[src/rtl/frame_stream_ctrl.sv]
// Frame sequencer between the pixel source and the AXI-Stream master: feeds
// height x width pixels tagged with sof/eol/eof, honouring back-pressure on both sides.
//
// state  | meaning
// IDLE   | waiting for start; dims latched when start is seen
// CFG    | one cycle: reject zero dims or clear the input counters
// STREAM | accepting pixels until the one carrying eof
// DRAIN  | waiting for the master to take the eof pixel
// DONE   | one cycle: frame_done pulse
module frame_stream_ctrl #(
    parameter int DIM_W = 12,
    parameter int PIX_W = 24
) (
    input  logic             clk,
    input  logic             resetN,
    input  logic             start,
    input  logic             abort,
    input  logic [DIM_W-1:0] img_width,
    input  logic [DIM_W-1:0] img_height,
    input  logic [PIX_W-1:0] pix_in,
    input  logic             pix_in_valid,
    output logic             pix_in_ready,
    output logic [PIX_W-1:0] rgb_out,
    output logic             rgb_valid,
    input  logic             datapath_ready,
    output logic             sof,
    output logic             eol,
    output logic             eof,
    output logic [DIM_W-1:0] col,
    output logic [DIM_W-1:0] row,
    output logic             busy,
    output logic             frame_done,
    output logic             cfg_err
);

    typedef enum logic [2:0] {
        S_IDLE,
        S_CFG,
        S_STREAM,
        S_DRAIN,
        S_DONE
    } state_t;

    state_t state_q, state_d;

    logic [DIM_W-1:0] width_q, height_q;
    logic [DIM_W-1:0] in_col_q, in_row_q;
    logic             busy_st;
    logic             flush;
    logic             dims_zero;
    logic             in_xfer;
    logic             out_xfer;
    logic             in_sof, in_eol, in_eof;

    assign busy_st   = (state_q == S_CFG) || (state_q == S_STREAM) || (state_q == S_DRAIN);
    // abort only has an effect while a frame is in flight
    assign flush     = abort && busy_st;
    assign dims_zero = (width_q == '0) || (height_q == '0);

    assign pix_in_ready = (state_q == S_STREAM) && (!rgb_valid || datapath_ready);
    assign in_xfer      = pix_in_valid && pix_in_ready;
    assign out_xfer     = rgb_valid && datapath_ready;

    // tags come from the counters before they advance
    assign in_sof = (in_col_q == '0) && (in_row_q == '0);
    assign in_eol = (in_col_q == width_q - DIM_W'(1));
    assign in_eof = in_eol && (in_row_q == height_q - DIM_W'(1));

    assign busy       = busy_st;
    assign frame_done = (state_q == S_DONE);
    assign cfg_err    = (state_q == S_CFG) && dims_zero;

    always_ff @(posedge clk) begin
        if (!resetN) begin
            state_q <= S_IDLE;
        end else begin
            state_q <= state_d;
        end
    end

    always_comb begin
        state_d = state_q;
        case (state_q)
            S_IDLE:   if (start) state_d = S_CFG;
            S_CFG:    state_d = dims_zero ? S_IDLE : S_STREAM;
            S_STREAM: if (in_xfer && in_eof) state_d = S_DRAIN;
            S_DRAIN:  if (out_xfer && eof) state_d = S_DONE;
            S_DONE:   state_d = S_IDLE;
            default:  state_d = S_IDLE;
        endcase
        if (flush) begin
            state_d = S_IDLE;
        end
    end

    always_ff @(posedge clk) begin
        if (!resetN) begin
            width_q  <= '0;
            height_q <= '0;
        end else if (state_q == S_IDLE && start) begin
            width_q  <= img_width;
            height_q <= img_height;
        end
    end

    always_ff @(posedge clk) begin
        if (!resetN || flush || state_q == S_CFG) begin
            in_col_q <= '0;
            in_row_q <= '0;
        end else if (in_xfer) begin
            if (in_eol) begin
                in_col_q <= '0;
                in_row_q <= in_row_q + DIM_W'(1);
            end else begin
                in_col_q <= in_col_q + DIM_W'(1);
            end
        end
    end

    // output register: loading wins over draining so a stall costs no bubble
    always_ff @(posedge clk) begin
        if (!resetN || flush) begin
            rgb_out   <= '0;
            rgb_valid <= 1'b0;
            sof       <= 1'b0;
            eol       <= 1'b0;
            eof       <= 1'b0;
            col       <= '0;
            row       <= '0;
        end else if (in_xfer) begin
            rgb_out   <= pix_in;
            rgb_valid <= 1'b1;
            sof       <= in_sof;
            eol       <= in_eol;
            eof       <= in_eof;
            col       <= in_col_q;
            row       <= in_row_q;
        end else if (datapath_ready) begin
            rgb_valid <= 1'b0;
        end
    end

endmodule

[config.mk]
export PLATFORM = sky130hd
export DESIGN_NAME = frame_stream_ctrl
export DESIGN_NICKNAME = d
export VERILOG_FILES = /design/src/rtl/frame_stream_ctrl.sv
export SDC_FILE = /design/constraint.sdc
export NUM_CORES = 1
export LEC_CHECK = 0
export BUFFER_PORTS_ARGS = -buffer_cell sky130_fd_sc_hd__buf_2
export CELL_PAD_IN_SITES_DETAIL_PLACEMENT = 2
export CELL_PAD_IN_SITES_GLOBAL_PLACEMENT = 2
export CORE_MARGIN = 2
export CORE_UTILIZATION = 28
export DETAILED_ROUTE_END_ITERATION = 10
export PLACE_DENSITY_LB_ADDON = 0.1
export SLEW_MARGIN = 0
export SYNTH_ARGS = -nofsm -noshare
export SYNTH_HDL_FRONTEND = slang
export SYNTH_SLANG_ARGS = --single-unit
[constraint.sdc]
create_clock -name clk -period 2.8 [get_ports clk]
set_input_delay 0 -clock clk [delete_from_list [all_inputs] [get_ports clk]]
set_output_delay 0 -clock clk [all_outputs]
set_load 0.02 [all_outputs]
Word-level counts from Yosys, hierarchy flattened

Cells that the tools add are included.

Bits in registers: 103
Input bits: 54
Output and inout port bits: 56
Word-level logic and storage cells: 61

Add/subtract/negate cells: 4
Equal/unequal tests: 9
Multiplexer cells: 8
Bitwise logic cells: 1
Reductions and logical operators: 27

Operators by type and width:

| cell                                               | count |
|---|---|
| logical NOT 12 bit                                 | 4 |
| adder 12 x 1 -> 12 bit, second input constant      | 2 |
| == test 12 bit                                     | 2 |
| subtractor 12 x 1 -> 12 bit, second input constant | 2 |
| 2-to-1 mux 12 bit                                  | 1 |
| one-hot mux 3 bit (4 select lines)                 | 1 |
| logical AND 1 bit                                  | 10 |
| 2-to-1 mux 3 bit                                   | 3 |
| == test 3 x 2 -> 1 bit, second input constant      | 2 |
| logical OR 1 bit                                   | 6 |
| != test 2 x 1 -> 1 bit, second input constant      | 2 |
| == test 3 x 1 -> 1 bit, second input constant      | 1 |
| == test 3 bit, second input constant               | 1 |
| logical NOT 3 bit                                  | 1 |
| AND reduction 3 bit                                | 1 |
| logical NOT 1 bit                                  | 2 |
| 2-to-1 mux 1 bit                                   | 2 |
| 2-to-1 mux 2 bit                                   | 1 |
| != test 2 bit, second input constant               | 1 |
| AND reduction 2 bit                                | 1 |
| nonzero test 2 bit                                 | 1 |
| OR reduction 2 bit                                 | 1 |
| inverter 1 bit                                     | 1 |

Depth between registers and ports, before layout

Gate-level depths: netlist of run 1.

Word-level depth: 7
Depth in mapped cells: 11
Depth with buffers taken out: 9

Worst setup path after synthesis of run 1

No wires, ideal clock.

Path kind: reg2reg
Start point: reg width_q[0]
End point: reg in_row_q[3]
Library setup time: 0.059 ns
Arrival time: 2.748 ns
Data required time: 2.741 ns
Slack: -0.007 ns
Cell stages (with the launch flop): 11
Path buffers: 1
Period minus slack after synthesis: 2.807 ns
Path through: dfxtp_1 inv_1 ha_1 or4b_2 xnor2_1 nor2_1 nor3_2 or4_1 clkbuf_2 or4_1 nand2_1

Cells in the longest elaborated chain, start to end: 3

Ends and longest elaborated chain:

| element                              | RTL line | text |
|---|---|---|
| from (decl)                          | 46       | `logic [DIM_W-1:0] width_q, height_q;` |
| from (signal assigned)               | 101      | `width_q <= img_width;` |
| subtractor 12 x 1 -> 12 bit          | 66       | `assign in_eol = (in_col_q == width_q - DIM_W'(1));` |
| == test 12 bit                       | 66       |  |
| AND reduction 2 bit (no source line) | n/a      |  |
| to (signal assigned)                 | 113      | `in_row_q <= in_row_q + DIM_W'(1);` |
| to (decl)                            | 47       | `logic [DIM_W-1:0] in_col_q, in_row_q;` |

No other way between the ends.
A chain may end at the register's enable or synchronous reset.

Worst setup path after layout of run 1

Start point: reg width_q[0]
End point: reg in_row_q[8]

Same word-level chain as after synthesis.

==> results.sh, run 1 <==
export IMPL_cp_max_fo=5
export IMPL_finalHoldViolCount=0
export IMPL_synth_top_area_frac=0.424
export IMPL_relSlewSlack=0.577
export IMPL_power_density_nw_per_um2=536
export IMPL_die_w_um=136
export IMPL_synthToLayoutAreaGrowth_pct=37.4
export IMPL_timing_rr_end="in_row_q[8]"
export IMPL_grt_remaining_overflow=0
export IMPL_slew_violations=0
export IMPL_clock_latency_ns=0.36
export IMPL_grt_use_met3=0.0277
export IMPL_min_to="rgb_valid"
export IMPL_syn_area_um2=4860
export IMPL_skew_ns=0.00639
export IMPL_arrival_ns=3.02
export IMPL_gp_congestion=0.788
export IMPL_r2r_worst_path_cells=12
export IMPL_synth_cells=614
export IMPL_port_buffers=109
export IMPL_vdd_drop_max_mv=0.276
export IMPL_async_flop_share=0
export IMPL_worstSetupStartpointType="flop"
export IMPL_hold_path_depth=3
export IMPL_drv_cap=0
export IMPL_die_area_um2=18400
export IMPL_endpoint_kind="flop"
export IMPL_critPathKind="flop to flop"
export IMPL_yosysTopAreaCell="dfxtp_1"
export IMPL_antenna_left=0
export IMPL_core_rowCount=48
export IMPL_fmax_mhz=359
export IMPL_gr_usage_met1=0.225
export IMPL_via_count=4879
export IMPL_clock_path_buffers=2
export IMPL_grt_start_max_net_pins=56
export IMPL_boundaryPins=110
export IMPL_synth_fp_nets=675
export IMPL_start_util=0.284
export IMPL_hold_class="input port to flop"
export IMPL_required_ns=3.03
export IMPL_outcome="completed"
export IMPL_ys_seq_area_frac=0.424
export IMPL_route_detailed_vias_per_inst=4.83
export IMPL_ys_flop_type="dfxtp_1"
export IMPL_synth_area_top_cells="dfxtp_1, nand2_1, a21oi_1, xnor2_1, a21boi_0"
export IMPL_drive_above_1_share=0.254
export IMPL_drc_errors=0
export IMPL_core_area_um2=17100
export IMPL_cts_buffers=9
export IMPL_rsz0062_at_grt="yes"
export IMPL_grt_pass1_vias=5177
export IMPL_ys_types=48
export IMPL_syn_area_per_cell_um2=7.92
export IMPL_dp_cells=940
export IMPL_nNetsFinal=841
export IMPL_grt_antenna_before_repair=0
export IMPL_grt_busiest_layer="met2"
export IMPL_final_cells=1010
export IMPL_routed_wl_mm=16.9
export IMPL_yosys_warnings=0
export IMPL_wl_per_cell_um=16.7
export IMPL_leakage_uw=0.00264
export IMPL_drt_iter0_drc=127
export IMPL_clk_transition_reported_paths_ns=0.08
export IMPL_use_met2=0.334
export IMPL_htree_levels=3
export IMPL_ys_ff_latch=103
export IMPL_grt_pass1_wl_mm=26.8
export IMPL_tightest_slew_ns=0.635
export IMPL_cts_root_buf="clkbuf_16"
export IMPL_dr_pass1_iters=4
export IMPL_clock_sinks=103
export IMPL_die_height_um=136
export IMPL_cp_startpoint="width_q[0]"
export IMPL_setup_violations=0
export IMPL_synthMostInstantiatedCell="nand2_1"
export IMPL_hp_start="datapath_ready"
export IMPL_rrSetupSlack_ns=0.02
export IMPL_fin_crit_sh=0.994
export IMPL_cts_tree="built"
export IMPL_utilization=0.390
export IMPL_dpl_hpwl_mm=11.6
export IMPL_synth_top_cells_by_count="nand2_1, dfxtp_1, a21oi_1"
export IMPL_n_antenna_cell=0
export IMPL_synth_edf_count=0
export IMPL_gr_usage_all_layers=0.186
export IMPL_min_period_ns=2.78
export IMPL_r2r_start="width_q[0]"
-- layout make-up --
class,count,area [um^2]
fillers,1980,10400
multi-input cells,461,2690
flip-flops and latches,103,2060
repair buffers,195,1320
well taps,225,282
clock buffers,9,225
clock inverters,7,67.6
inverters,10,37.5
-- placed cells by master (no fill, tap or decap), types with 4 or more instances in the layout --
| cell | n |
|---|---|
| xor2_1 | 17 |
| a21boi_0 | 25 |
| o21ai_0 | 5 |
| and3_1 | 6 |
| nand2_1 | 166 |
| buf_4 | 35 |
| nand4_1 | 8 |
| mux2i_1 | 4 |
| nand3_1 | 9 |
| inv_1 | 8 |
| xnor2_1 | 30 |
| clkbuf_16 | 9 |
| dlygate4sd3_1 | 48 |
| buf_2 | 110 |
| dfxtp_1 | 101 |
| nor4_1 | 7 |
| or4_4 | 4 |
| a31oi_1 | 5 |
| nor2_1 | 30 |
| ha_1 | 6 |
| nor3_1 | 10 |
| nand3b_1 | 5 |
| or3_1 | 7 |
| nand2_2 | 4 |
| a21oi_1 | 62 |
-- flip-flops by register name, summed over array words and instances, names as in the netlist --
signal	flops
state_q	3
in_row_q	12
row	12
in_col_q	12
eof	1
col	12
height_q	12
sof	1
rgb_out	24
eol	1
width_q	12
rgb_valid	1
-- per-layer routing --
| metal | up-vias | wire (um) |
|---|---|---|
| li1 | 2399 | - |
| met1 | 2363 | 7580 |
| met2 | 95 | 8440 |
| met3 | 22 | 578 |
| met4 | 0 | 286 |
| met5 | - | 0 |
-- how the worst max path moves through the flow --
stage,endpoint,slack (ns),cells past startpoint
finish,in_row_q[8],0.02,12
global route,in_row_q[8],-0.08,12
CTS,in_row_q[3],0.002,11
detailed placement,in_row_q[10],-0.14,10
global placement,in_row_q[3],-0.05,10
floorplan,in_row_q[3],0.003,10
-- what timing repair did --
action / 4_1_cts / 5_1_grt
endpoints found under the setup margin: 19 / 19
gates cloned: 1 / 0
endpoints found under the hold margin: 48 / 0
pin swaps: 7 / 9
hold buffers: 48 / 0
buffers inserted: 2 / 3
resized for setup: 9 / 14
-- worst max-delay path, stage by stage, from the launching register on --
cell,delay [ns]
dfxtp_2,0.33
inv_2,0.07
ha_4,0.15
buf_6,0.11
nor4b_4,0.25
a31oi_1,0.14
a221oi_2,0.31
nor3_2,0.10
buf_4,0.15
or3_4,0.39
buf_4,0.17
o31ai_1,0.38
a21oi_2,0.11
-- cells by family after synthesis --
kind of cell,share of synthesized area
AOI/OAI and AO/OA,0.147
and+or+nand+nor,0.275
xor gates and xnor gates,0.0846
buffers and inverters,0.0409
muxes,0.0105
adders and majority gates,0.0180
DFF,0.424
-- metrics by stage --
step / hold slack (ns) / power (uW) / setup TNS (ns) / area, um^2 / worst slack (ns)
6_report: 0.0650 / 3580 / 0 / 6680 / 0.0164
5_1_grt: 0.0655 / 3790 / -0.209 / 6680 / -0.0764
4_1_cts: 0.0480 / 3620 / 0 / 6610 / 0.00160
3_5_place_dp: 0.252 / 2270 / -0.961 / 5780 / -0.137
3_3_place_gp: 0.241 / 2240 / -0.0473 / 5780 / -0.0473
2_1_floorplan: 0.136 / 2030 / 0 / 4870 / 0.00341
-- power breakdown --
group          leakage (uW)  switching [uW]  internal (uW)
Combinational       0.00168             417            336
Sequential         0.000835            52.1           1510
Clock              0.000133             641            625
(Power assumes the default switching activity.)
==> run 2, diff against run 1 <==
- CORE_UTILIZATION: 28 -> 32
- CTS_BUF_LIST: not set -> sky130_fd_sc_hd__clkbuf_4 sky130_fd_sc_hd__clkbuf_8
- CTS_CLUSTER_DIAMETER: not set -> 200
- clock period: 2.8 -> 2.85 ns (I/O delays scaled with it)
==> results.sh, run 2 (same netlist as run 1, synthesis figures left out) <==
export IMPL_top_register="rgb_out"
export IMPL_final_seq_area_um2=2060
export IMPL_clock_latency_ns=0.39
export IMPL_endpoint_kind="flop"
export IMPL_die_w_um=127
export IMPL_fillCellCount=1654
export IMPL_wl_per_cell_um=17.3
export IMPL_largest_reg_flops=24
export IMPL_n_antenna_cell=0
export IMPL_antenna_left=0
export IMPL_nNetsFinal=841
export IMPL_synthToLayoutAreaGrowth_pct=35.0
export IMPL_dpl_hpwl_mm=11.7
export IMPL_min_period_ns=2.77
export IMPL_drive_above_1_share=0.256
export IMPL_cts_buffers=9
export IMPL_htree_levels=3
export IMPL_setup_violations=0
export IMPL_p_total_uw=3300
export IMPL_arrival_ns=3.09
export IMPL_layout_commonest_cell="nand2_1"
export IMPL_stdcell_area_um2=6570
export IMPL_die_area_um2=16200
export IMPL_grt_pass1_vias=5292
export IMPL_routed_wl_mm=16.8
export IMPL_route_detailed_vias_per_inst=5.04
export IMPL_cts_tree="built"
export IMPL_utilization=0.437
export IMPL_grt_remaining_overflow=0
export IMPL_boundaryPins=110
export IMPL_clock_path_buffers=2
export IMPL_grt_start_max_net_pins=56
export IMPL_slew_violations=0
export IMPL_tightest_slew_ns=0.606
export IMPL_final_cells=973
export IMPL_relSlewSlack=0.596
export IMPL_vdd_drop_max_mv=0.195
export IMPL_required_ns=3.17
export IMPL_power_density_nw_per_um2=502
export IMPL_dpl_cell_area_um2=5740
export IMPL_core_rowCount=45
export IMPL_worstSetupStartpointType="flop"
export IMPL_dr_pass1_iters=4
export IMPL_start_util=0.324
export IMPL_outcome="completed"
export IMPL_multi_input_area_um2=2700
export IMPL_grt_antenna_before_repair=0
export IMPL_drt_iter0_drc=143
export IMPL_port_buffers=109
export IMPL_fmax_mhz=361
export IMPL_hold_class="input port to flop"
export IMPL_grt_pass1_wl_mm=26.6
export IMPL_clk_transition_reported_paths_ns=0.10
export IMPL_dp_cells=904
export IMPL_fin_crit_sh=0.972
export IMPL_via_count=4900
export IMPL_finalHoldViolCount=0
export IMPL_gp_congestion=0.839
export IMPL_whs_ns=0.0373
export IMPL_leakage_uw=0.00263
export IMPL_mostFrequentLayoutCells="nand2_1, buf_2, dfxtp_1"
export IMPL_cts_root_buf="clkbuf_8"
export IMPL_die_height_um=127
export IMPL_gr_usage_all_layers=0.206
export IMPL_drv_cap=0
export IMPL_critPathKind="flop to flop"
export IMPL_drc_errors=0
export IMPL_cp_max_fo=4
export IMPL_core_area_um2=15000
export IMPL_skew_ns=0.0129
export IMPL_clock_sinks=103
run 2: changes by cell type in the layout (fill, tap and decap cells not counted), moves of 3 or more:
cell	change
clkbuf_16	-9
clkbuf_8	+9
clkinv_4	+3
clkinvlp_4	-3
run 2: routing by layer:
metal / vias up / track usage / routed length (um)
met3: 17 / 0.0243 / 433
met5: - / 0 / 0
met1: 2388 / 0.256 / 7790
li1: 2396 / - / -
met4: 0 / 0.0666 / 288
met2: 99 / 0.369 / 8280
run 2: repair_timing:
item                       CTS  global route
hold buffers                48             0
hold endpoints to repair    48             0
resized for setup           10            16
cloned                       1             0
buffers inserted             1             3
pin swaps                    7            11
setup endpoints to repair   15            20
run 2: final timing paths:
check,start,to,slack (ns),cells after the start
hold reg to reg,col[3],col[3],0.46,2
setup / recovery,width_q[0],in_row_q[8],0.08,11
hold / removal,datapath_ready,state_q[1],0.04,3
setup reg to reg,width_q[0],in_row_q[8],0.08,11
run 2: power by group:
| group | switching [uW] | internal [uW] | leakage [uW] | total (uW) |
|---|---|---|---|---|
| Combinational | 409 | 327 | 0.00168 | 737 |
| Sequential | 51.0 | 1490 | 0.000835 | 1540 |
| Clock | 594 | 427 | 0.000108 | 1020 |
run 2: worst max-delay path, stage by stage (launching register included):
cell and delay [ns]:
dfxtp_2 0.36, inv_2 0.05, ha_4 0.16, buf_4 0.14, nor4b_4 0.13, a211o_1 0.27
a221oi_2 0.28, nor3_2 0.10, buf_4 0.15, or3_4 0.39, or4_4 0.52, a21oi_2 0.15
run 2: area by class of cell:
class | count | area share
clock buffer | 9 | 0.0189
sequential | 103 | 0.314
clock inverter | 7 | 0.0133
timing repair buffer | 195 | 0.201
inverter | 10 | 0.00572
multi-input combinational | 461 | 0.411
tap | 188 | 0.0358
run 2: stage by stage:
stage / worst slack, ns / TNS (ns)
2_1_floorplan: 0.0429 / 0
3_3_place_gp: 0.0218 / 0
3_5_place_dp: -0.0226 / -0.0366
4_1_cts: -0.000840 / -0.000840
5_1_grt: -0.0161 / -0.0761
6_report: 0.0790 / 0
